$ cat src/rtl/tile_sequencer.sv
// Tile sequencer: walks one matrix tile through weight preload, input streaming,
// pipeline drain and result write-back, driving the buffer/MAC/accumulator strobes.
module tile_sequencer #(
   parameter int ARR_SIZE = 4,
   parameter int K_W      = 8
) (
   input  logic                        clk,
   input  logic                        rst,
   input  logic                        start,
   input  logic                        abort,
   input  logic [K_W-1:0]              cfg_k,
   input  logic [14:0]                 cfg_wt_base,
   input  logic [14:0]                 cfg_inp_base,
   input  logic [3:0]                  cfg_op_base,
   output logic                        busy,
   output logic                        done,
   output logic                        wt_rd_en,
   output logic [14:0]                 wt_addr,
   output logic                        inp_rd_en,
   output logic [14:0]                 inp_addr,
   output logic                        mac_load_wt,
   output logic                        mac_valid,
   output logic                        acc_reset,
   output logic [$clog2(ARR_SIZE)-1:0] acc_sel,
   output logic                        op_wr_en,
   output logic [3:0]                  op_addr
);

   localparam int SEL_W = $clog2(ARR_SIZE);
   localparam int CNT_W = (K_W > SEL_W + 2) ? K_W : SEL_W + 2;
   localparam logic [CNT_W-1:0] LAST_N     = CNT_W'(ARR_SIZE - 1);
   localparam logic [CNT_W-1:0] LAST_DRAIN = CNT_W'(2 * ARR_SIZE - 1);
   localparam logic [CNT_W-1:0] CNT_ONE    = CNT_W'(1);

   typedef enum logic [2:0] {
      S_IDLE    = 3'd0,
      S_LOAD_WT = 3'd1,
      S_STREAM  = 3'd2,
      S_DRAIN   = 3'd3,
      S_WRITE   = 3'd4,
      S_DONE    = 3'd5
   } state_t;

   state_t           state_r;
   state_t           state_s;
   logic [CNT_W-1:0] cnt_r;
   logic [CNT_W-1:0] cnt_s;
   logic [K_W-1:0]   k_r;
   logic [14:0]      wt_base_r;
   logic [14:0]      inp_base_r;
   logic [3:0]       op_base_r;

   logic             latch_s;
   logic             abort_act_s;
   logic [CNT_W-1:0] k_last_s;
   logic [14:0]      wt_base_s;
   logic [14:0]      inp_base_s;
   logic [3:0]       op_base_s;

   logic             busy_s;
   logic             done_s;
   logic             wt_rd_en_s;
   logic [14:0]      wt_addr_s;
   logic             inp_rd_en_s;
   logic [14:0]      inp_addr_s;
   logic             acc_reset_s;
   logic [SEL_W-1:0] acc_sel_s;
   logic             op_wr_en_s;
   logic [3:0]       op_addr_s;

   assign latch_s     = (state_r == S_IDLE) && start && (cfg_k != {K_W{1'b0}});
   assign abort_act_s = abort && (state_r != S_IDLE);
   assign k_last_s    = CNT_W'(k_r) - CNT_ONE;

   // Outputs are registered from the next state, so the shadow bases must be
   // visible on the same edge that captures them.
   assign wt_base_s  = latch_s ? cfg_wt_base  : wt_base_r;
   assign inp_base_s = latch_s ? cfg_inp_base : inp_base_r;
   assign op_base_s  = latch_s ? cfg_op_base  : op_base_r;

   // State, phase counter and shadow configuration registers.
   always_ff @(posedge clk or posedge rst) begin
      if (rst) begin
         state_r    <= S_IDLE;
         cnt_r      <= {CNT_W{1'b0}};
         k_r        <= {K_W{1'b0}};
         wt_base_r  <= 15'd0;
         inp_base_r <= 15'd0;
         op_base_r  <= 4'd0;
      end else begin
         state_r <= state_s;
         cnt_r   <= cnt_s;
         if (latch_s) begin
            k_r        <= cfg_k;
            wt_base_r  <= cfg_wt_base;
            inp_base_r <= cfg_inp_base;
            op_base_r  <= cfg_op_base;
         end else begin
            k_r        <= k_r;
            wt_base_r  <= wt_base_r;
            inp_base_r <= inp_base_r;
            op_base_r  <= op_base_r;
         end
      end
   end

   // Next-state and phase-counter logic; abort overrides every busy state.
   always_comb begin
      state_s = state_r;
      cnt_s   = cnt_r;
      if (abort_act_s) begin
         state_s = S_IDLE;
         cnt_s   = {CNT_W{1'b0}};
      end else begin
         case (state_r)
            S_IDLE: begin
               cnt_s = {CNT_W{1'b0}};
               if (latch_s) begin
                  state_s = S_LOAD_WT;
               end else begin
                  state_s = S_IDLE;
               end
            end
            S_LOAD_WT: begin
               if (cnt_r == LAST_N) begin
                  state_s = S_STREAM;
                  cnt_s   = {CNT_W{1'b0}};
               end else begin
                  cnt_s = cnt_r + CNT_ONE;
               end
            end
            S_STREAM: begin
               if (cnt_r == k_last_s) begin
                  state_s = S_DRAIN;
                  cnt_s   = {CNT_W{1'b0}};
               end else begin
                  cnt_s = cnt_r + CNT_ONE;
               end
            end
            S_DRAIN: begin
               if (cnt_r == LAST_DRAIN) begin
                  state_s = S_WRITE;
                  cnt_s   = {CNT_W{1'b0}};
               end else begin
                  cnt_s = cnt_r + CNT_ONE;
               end
            end
            S_WRITE: begin
               if (cnt_r == LAST_N) begin
                  state_s = S_DONE;
                  cnt_s   = {CNT_W{1'b0}};
               end else begin
                  cnt_s = cnt_r + CNT_ONE;
               end
            end
            S_DONE: begin
               state_s = S_IDLE;
               cnt_s   = {CNT_W{1'b0}};
            end
            default: begin
               state_s = S_IDLE;
               cnt_s   = {CNT_W{1'b0}};
            end
         endcase
      end
   end

   // Output decode from the upcoming state/count; addresses wrap at their widths.
   always_comb begin
      busy_s      = (state_s != S_IDLE);
      done_s      = 1'b0;
      wt_rd_en_s  = 1'b0;
      wt_addr_s   = 15'd0;
      inp_rd_en_s = 1'b0;
      inp_addr_s  = 15'd0;
      acc_reset_s = 1'b0;
      acc_sel_s   = {SEL_W{1'b0}};
      op_wr_en_s  = 1'b0;
      op_addr_s   = 4'd0;
      case (state_s)
         S_LOAD_WT: begin
            wt_rd_en_s  = 1'b1;
            wt_addr_s   = wt_base_s + 15'(cnt_s);
            acc_reset_s = (cnt_s == {CNT_W{1'b0}});
         end
         S_STREAM: begin
            inp_rd_en_s = 1'b1;
            inp_addr_s  = inp_base_s + 15'(cnt_s);
         end
         S_WRITE: begin
            op_wr_en_s = 1'b1;
            acc_sel_s  = SEL_W'(cnt_s);
            op_addr_s  = op_base_s + 4'(cnt_s);
         end
         S_DONE: begin
            done_s = 1'b1;
         end
         default: begin
            done_s = 1'b0;
         end
      endcase
   end

   // Output registers; MAC strobes trail the buffer read strobes by one cycle.
   always_ff @(posedge clk or posedge rst) begin
      if (rst) begin
         busy        <= 1'b0;
         done        <= 1'b0;
         wt_rd_en    <= 1'b0;
         wt_addr     <= 15'd0;
         inp_rd_en   <= 1'b0;
         inp_addr    <= 15'd0;
         mac_load_wt <= 1'b0;
         mac_valid   <= 1'b0;
         acc_reset   <= 1'b0;
         acc_sel     <= {SEL_W{1'b0}};
         op_wr_en    <= 1'b0;
         op_addr     <= 4'd0;
      end else begin
         busy      <= busy_s;
         done      <= done_s;
         wt_rd_en  <= wt_rd_en_s;
         wt_addr   <= wt_addr_s;
         inp_rd_en <= inp_rd_en_s;
         inp_addr  <= inp_addr_s;
         acc_reset <= acc_reset_s;
         acc_sel   <= acc_sel_s;
         op_wr_en  <= op_wr_en_s;
         op_addr   <= op_addr_s;
         if (abort_act_s) begin
            mac_load_wt <= 1'b0;
            mac_valid   <= 1'b0;
         end else begin
            mac_load_wt <= wt_rd_en;
            mac_valid   <= inp_rd_en;
         end
      end
   end

endmodule

$ cat config.mk
export PLATFORM = sky130hd
export DESIGN_NAME = tile_sequencer
export DESIGN_NICKNAME = d
export VERILOG_FILES = /design/src/rtl/tile_sequencer.sv
export SDC_FILE = /design/constraint.sdc
export NUM_CORES = 1
export LEC_CHECK = 0
export CAP_MARGIN = 5
export CORE_UTILIZATION = 45
export DETAILED_ROUTE_END_ITERATION = 8
export PLACE_DENSITY = 0.7
export SLEW_MARGIN = 20
export SYNTH_ARGS = -nofsm -noshare
export SYNTH_HDL_FRONTEND = slang
export SYNTH_SLANG_ARGS = --single-unit
$ cat constraint.sdc
create_clock -name clk -period 8.4 [get_ports clk]
set_clock_uncertainty 0.2 [all_clocks]
set_input_delay 1.68 -clock clk [delete_from_list [all_inputs] [get_ports clk]]
set_output_delay 1.68 -clock clk [all_outputs]
set_load 0.03 [all_outputs]
# [Word level (Yosys, flattened, before mapping)]
# Cells that the tools add are included.
[totals] ff_bits=97 wordCells=69 input_bits=46 output_inout_bits=44
[op_classes] eq_ne=11 addsub=5 mux=26 n_reduce_logical=9
[op_table] operator="two-way mux 15 bit" n=4
[op_table] operator="two-way mux 8 bit" n=4
[op_table] operator="adder 15 x 8 -> 15 bit" n=2
[op_table] operator="case mux 8 bit (3 select lines)" n=1
[op_table] operator="two-way mux 3 bit" n=5
[op_table] operator="case mux 3 bit (5 select lines)" n=1
[op_table] operator="equality test 3 x 2 -> 1 bit, second input constant" n=3
[op_table] operator="equality test 3 bit, second input constant" n=3
[op_table] operator="adder 8 x 1 -> 8 bit, second input constant" n=1
[op_table] operator="equality test 8 x 2 -> 1 bit, second input constant" n=1
[op_table] operator="equality test 8 x 3 -> 1 bit, second input constant" n=1
[op_table] operator="equality test 8 bit" n=1
[op_table] operator="zero test 8 bit" n=1
[op_table] operator="two-way mux 1 bit" n=8
[op_table] operator="two-way mux 4 bit" n=2
[op_table] operator="nonzero test 8 bit" n=1
[op_table] operator="subtractor 8 x 1 -> 8 bit, second input constant" n=1
[op_table] operator="equality test 3 x 1 -> 1 bit, second input constant" n=2
[op_table] operator="nonzero test 3 bit" n=2
[op_table] operator="adder 4 bit" n=1
[op_table] operator="logical AND 1 bit" n=3
[op_table] operator="zero test 3 bit" n=1
[op_table] operator="two-way mux 2 bit" n=1
[op_table] operator="OR reduction 2 bit" n=1

# [Logic depth before layout (Yosys ltp)]
[logic_depth] depth_word=8 mapped_depth=19 mapped_depth_nobuf=18

# [Worst setup path after synthesis]
# No wires, ideal clock.
[synth_timing] kind="input -> register" start="in start" end="reg inp_addr[12]" stages=17 n_path_buf=4 setup_time_ns=0.081 slack_ns=2.289 required_ns=8.119 arrival_time_ns=5.831 path_cell_list="or4b_1 > a21oi_1 > buf_2 > buf_4 > buf_1 > clkbuf_1 > mux2_2 > ha_1 > fa_1 > a21o_1 > a21o_1 > and3_1 > nand3_1 > o211ai_2 > a311o_1 > and3_1 > nor3_2"
[synth_via] word_cells_on_any_way=9 cone_classes="add/sub: 1; eq/ne: 1; mux: 5; reduce/logical: 2"
[synth_rtl] item="from (decl)" line_no="9" text="input logic start,"
[synth_rtl] item="logical AND 1 bit (2 in a row)" line_no="71" text="assign latch_s = (state_r == S_IDLE) && start && (cfg_k != {K_W{1'b0}});"
[synth_rtl] item="two-way mux 15 bit"
[synth_rtl] item="via inp_base_s[0]" line_no="57" text="logic [14:0] inp_base_s;"
[synth_rtl] item="adder 15 x 8 -> 15 bit" line_no="188" text="inp_addr_s = inp_base_s + 15'(cnt_s);"
[synth_rtl] item="two-way mux 15 bit" line_no="180" text="case (state_s)"
[synth_rtl] item="via inp_addr_s[12]" line_no="65" text="logic [14:0] inp_addr_s;"
[synth_rtl] item="to (signal assigned)" line_no="225" text="inp_addr <= inp_addr_s;"
[synth_rtl] item="to (decl)" line_no="20" text="output logic [14:0] inp_addr,"
# The timed path passes the listed nets, and every way through them passes these cells.
# A chain may end at the register's enable or synchronous reset.

# [Final worst setup path]
[layout_timing] start="in abort" end="reg wt_addr[10]"
[layout_via] elab_chain_cells=4 word_cells_on_any_way=6 cone_classes="add/sub: 1; eq/ne: 1; mux: 3; reduce/logical: 1"
[layout_rtl] item="from (decl)" line_no="10" text="input logic abort,"
[layout_rtl] item="logical AND 1 bit" line_no="72" text="assign abort_act_s = abort && (state_r != S_IDLE);"
[layout_rtl] item="two-way mux 8 bit" line_no="111" text="if (abort_act_s) begin"
[layout_rtl] item="via cnt_s[0]" line_no="47" text="logic [CNT_W-1:0] cnt_s;"
[layout_rtl] item="adder 15 x 8 -> 15 bit" line_no="183" text="wt_addr_s = wt_base_s + 15'(cnt_s);"
[layout_rtl] item="two-way mux 15 bit" line_no="180"
[layout_rtl] item="via wt_addr_s[10]" line_no="63" text="logic [14:0] wt_addr_s;"
[layout_rtl] item="to (signal assigned)" line_no="223" text="wt_addr <= wt_addr_s;"
[layout_rtl] item="to (decl)" line_no="18" text="output logic [14:0] wt_addr,"
# The timed path passes the listed nets, and every way through them passes these cells.

==> impl_metrics.env <==
export IMPL_fill_cells=941
export IMPL_max_clock_freq_ghz=0.173
export IMPL_area_delta_synth_final_pct=25.4
export IMPL_place_inst=698
export IMPL_rsz0062_at_grt="false"
export IMPL_crit_chain="clkdlybuf4s50_1 -> nand4bb_1 -> a31oi_1 -> a21oi_1 -> a21boi_4 -> nor2_1 -> ha_1 -> fa_1 -> a21o_1 -> a21o_1 -> and3_1 -> nand3_1 -> o211ai_4 -> a311oi_4 -> o21ai_0 -> nor3b_1"
export IMPL_setup_ws_ps=2630
export IMPL_htreeDepth=3
export IMPL_status="completed"
export IMPL_total_power_mw=1.93
export IMPL_endpoint="wt_addr[10]"
export IMPL_syn_area_mm2=0.00518
export IMPL_cts_buffers=9
export IMPL_placed_cell_area_mm2=0.00620
export IMPL_drc=0
export IMPL_ys_warn_count=0
export IMPL_rr_worst_depth=16
export IMPL_r2r_start="k_r[0]"
export IMPL_synth_edf_count=0
export IMPL_drv_slew=0
export IMPL_place_gp_congestion=0.845
export IMPL_slowest_delay_ps=680
export IMPL_first_global_vias=3954
export IMPL_firstDrtPassIters=4
export IMPL_cp_max_fo=18
export IMPL_via_count=3904
export IMPL_setup_tns_ps=0
export IMPL_drt_iter0_markers=202
export IMPL_synth_fp_nets=553
export IMPL_wl_mm=11.8
export IMPL_postCtsSetupRepairBufs=0
export IMPL_p_leak_nw=2.89
export IMPL_dieArea_mm2=0.0119
export IMPL_ctsResizeCount=0
export IMPL_fin_crit_ps=5770
export IMPL_startpoint="abort"
export IMPL_clockRootBuffer="clkbuf_16"
export IMPL_portBuffers=89
export IMPL_cpMostUsedCell="a21o_1"
export IMPL_grt_usage=0.211
export IMPL_layout_commonest_cell="dfrtp_1"
export IMPL_final_cells=714
export IMPL_die_y_um=109
export IMPL_critPathKind="in2reg"
export IMPL_multi_input_area_mm2=0.00256
export IMPL_min_path_type="reg2reg"
export IMPL_wl_per_cell_um=16.5
export IMPL_finalHoldViolCount=0
export IMPL_antenna_found_initial=0
export IMPL_synthArstFlopShare=1.00
export IMPL_synth_main_ff_cell="dfrtp_1"
export IMPL_setup_violations=0
export IMPL_ys_seq_area_frac=0.469
export IMPL_seqCellArea_mm2=0.00243
export IMPL_cts_sinks=97
export IMPL_startpoint_type="input pin"
export IMPL_synth_cells=485
export IMPL_reg2reg_to="wt_addr[10]"
export IMPL_grt_first_pass_wirelength_mm=18.9
export IMPL_drv_cap=0
export IMPL_detailed_place_hpwl_mm=8.63
export IMPL_max_slew_margin_rel=0.397
export IMPL_mostFrequentLayoutCells="dfrtp_1 (97), clkdlybuf4s50_1 (89), nor2_1 (34), inv_1 (32), nand3_1 (30)"
export IMPL_post_route_period_util=0.687
export IMPL_viasPerCell=5.47
export IMPL_cp_required_ps=8400
export IMPL_syn_area_per_cell_um2=10.7
export IMPL_clk_pin_slew_ps=70
export IMPL_timing_reg2reg_setup_slack_ps=3330
export IMPL_core_mm2=0.0110
export IMPL_die_w_um=109
export IMPL_final_nets=637
export IMPL_clk_insertion_delay_late_ps=350
export IMPL_synth_seq_cells=97
export IMPL_finalInstanceArea_mm2=0.00650
export IMPL_grt_start_max_net_pins=66
export IMPL_arrival_ps=5770
export IMPL_postCtsHoldBufs=0
export IMPL_synthDistinctLibCells=69
export IMPL_worstMarginPinSlew_ps=899
export IMPL_cts_tree="built"
export IMPL_layout_drive_gt1_share=0.118
export IMPL_placementRows=38
export IMPL_end_kind="flip-flop"
export IMPL_initial_core_util=0.470
export IMPL_clk_path_buf_depth=2
export IMPL_grt_ovfl_total=0
export IMPL_ir_drop_uv=193
export IMPL_detailedPlace_worstSlack_ps=2300
export IMPL_ios=90
export IMPL_antenna_left=0
export IMPL_power_density_mw_per_mm2=297
export IMPL_diodes=0
export IMPL_crit_slowest_cell="clkdlybuf4s50_1"
## report_power, final
group          internal [mW]  switching [mW]
logic                  0.359           0.483
registers              0.614          0.0761
clock network          0.226           0.169
total                   1.20           0.728
## registers in the layout, summed over array words and instances, names as in the netlist, 2 cells and up
register / cells
inp_base_r: 15
state_r: 3
k_r: 8
op_addr: 4
acc_sel: 2
inp_addr: 15
cnt_r: 8
wt_addr: 15
op_base_r: 4
wt_base_r: 15
## cell families after synthesis
family | share of synthesized area
and+or+nand+nor | 0.174
DFF | 0.469
AOI/OAI and AO/OA | 0.121
buffers and inverters | 0.0411
muxes | 0.0833
xor gates and xnor gates | 0.0541
adders and majority gates | 0.0575
## worst min path at each step
| stage | start | endpoint | slack, ps | cells after the start |
|---|---|---|---|---|
| after floorplan | wt_base_r[14] | wt_base_r[14] | 250 | 2 |
| after global placement | wt_base_r[14] | wt_base_r[14] | 280 | 2 |
| after detailed placement | wt_rd_en | mac_load_wt | 270 | 1 |
| after CTS | wt_rd_en | mac_load_wt | 290 | 1 |
| after global routing | wt_base_r[7] | wt_base_r[7] | 320 | 1 |
| final | wt_rd_en | mac_load_wt | 290 | 1 |
## final cells by class
| type | count | area share |
|---|---|---|
| clock buffer | 13 | 0.0416 |
| sequential | 97 | 0.374 |
| timing repair buffer | 92 | 0.141 |
| tap | 140 | 0.0270 |
| clock inverter | 3 | 0.00347 |
| inverter | 34 | 0.0200 |
| multi-input combinational | 335 | 0.394 |
## Yosys cell counts, types with 12 or more instances
master,n,area (um^2)
nand2_1,14,52.6
inv_1,33,124
dfrtp_1,97,2430
mux2i_1,15,150
a21oi_1,17,85.1
clkbuf_1,12,45.0
xnor2_1,23,201
nor2_1,34,128
nand3_1,30,150
o21ai_0,12,60.1
nor3_1,17,85.1
mux2_2,25,282
ha_1,19,238
and3_1,15,93.8
## critical path: cells and delay by family
kind	cells	cell delay, ps
buffers and inverters	1	680
AO/OA/AOI/OAI	8	1830
adder cells (fa/ha/maj)	2	690
AND/OR/NAND/NOR	5	890
## metal layers
metal  GRT usage  routed length (um)  vias to the layer above
li1            -                   -                     1891
met1       0.258                5040                     1913
met2       0.367                6060                       88
met3      0.0522                 490                       12
met4      0.0657                 181                        0
met5           0                   0                        -
## stage by stage
stage / hold WS (ps) / util
floorplan: 251 / -
global route: 317 / 0.589
finish: 291 / 0.589
detailed placement: 272 / 0.563
CTS: 295 / 0.589
global placement: 283 / 0.563
No activity file was read; power rests on OpenSTA's default activity.
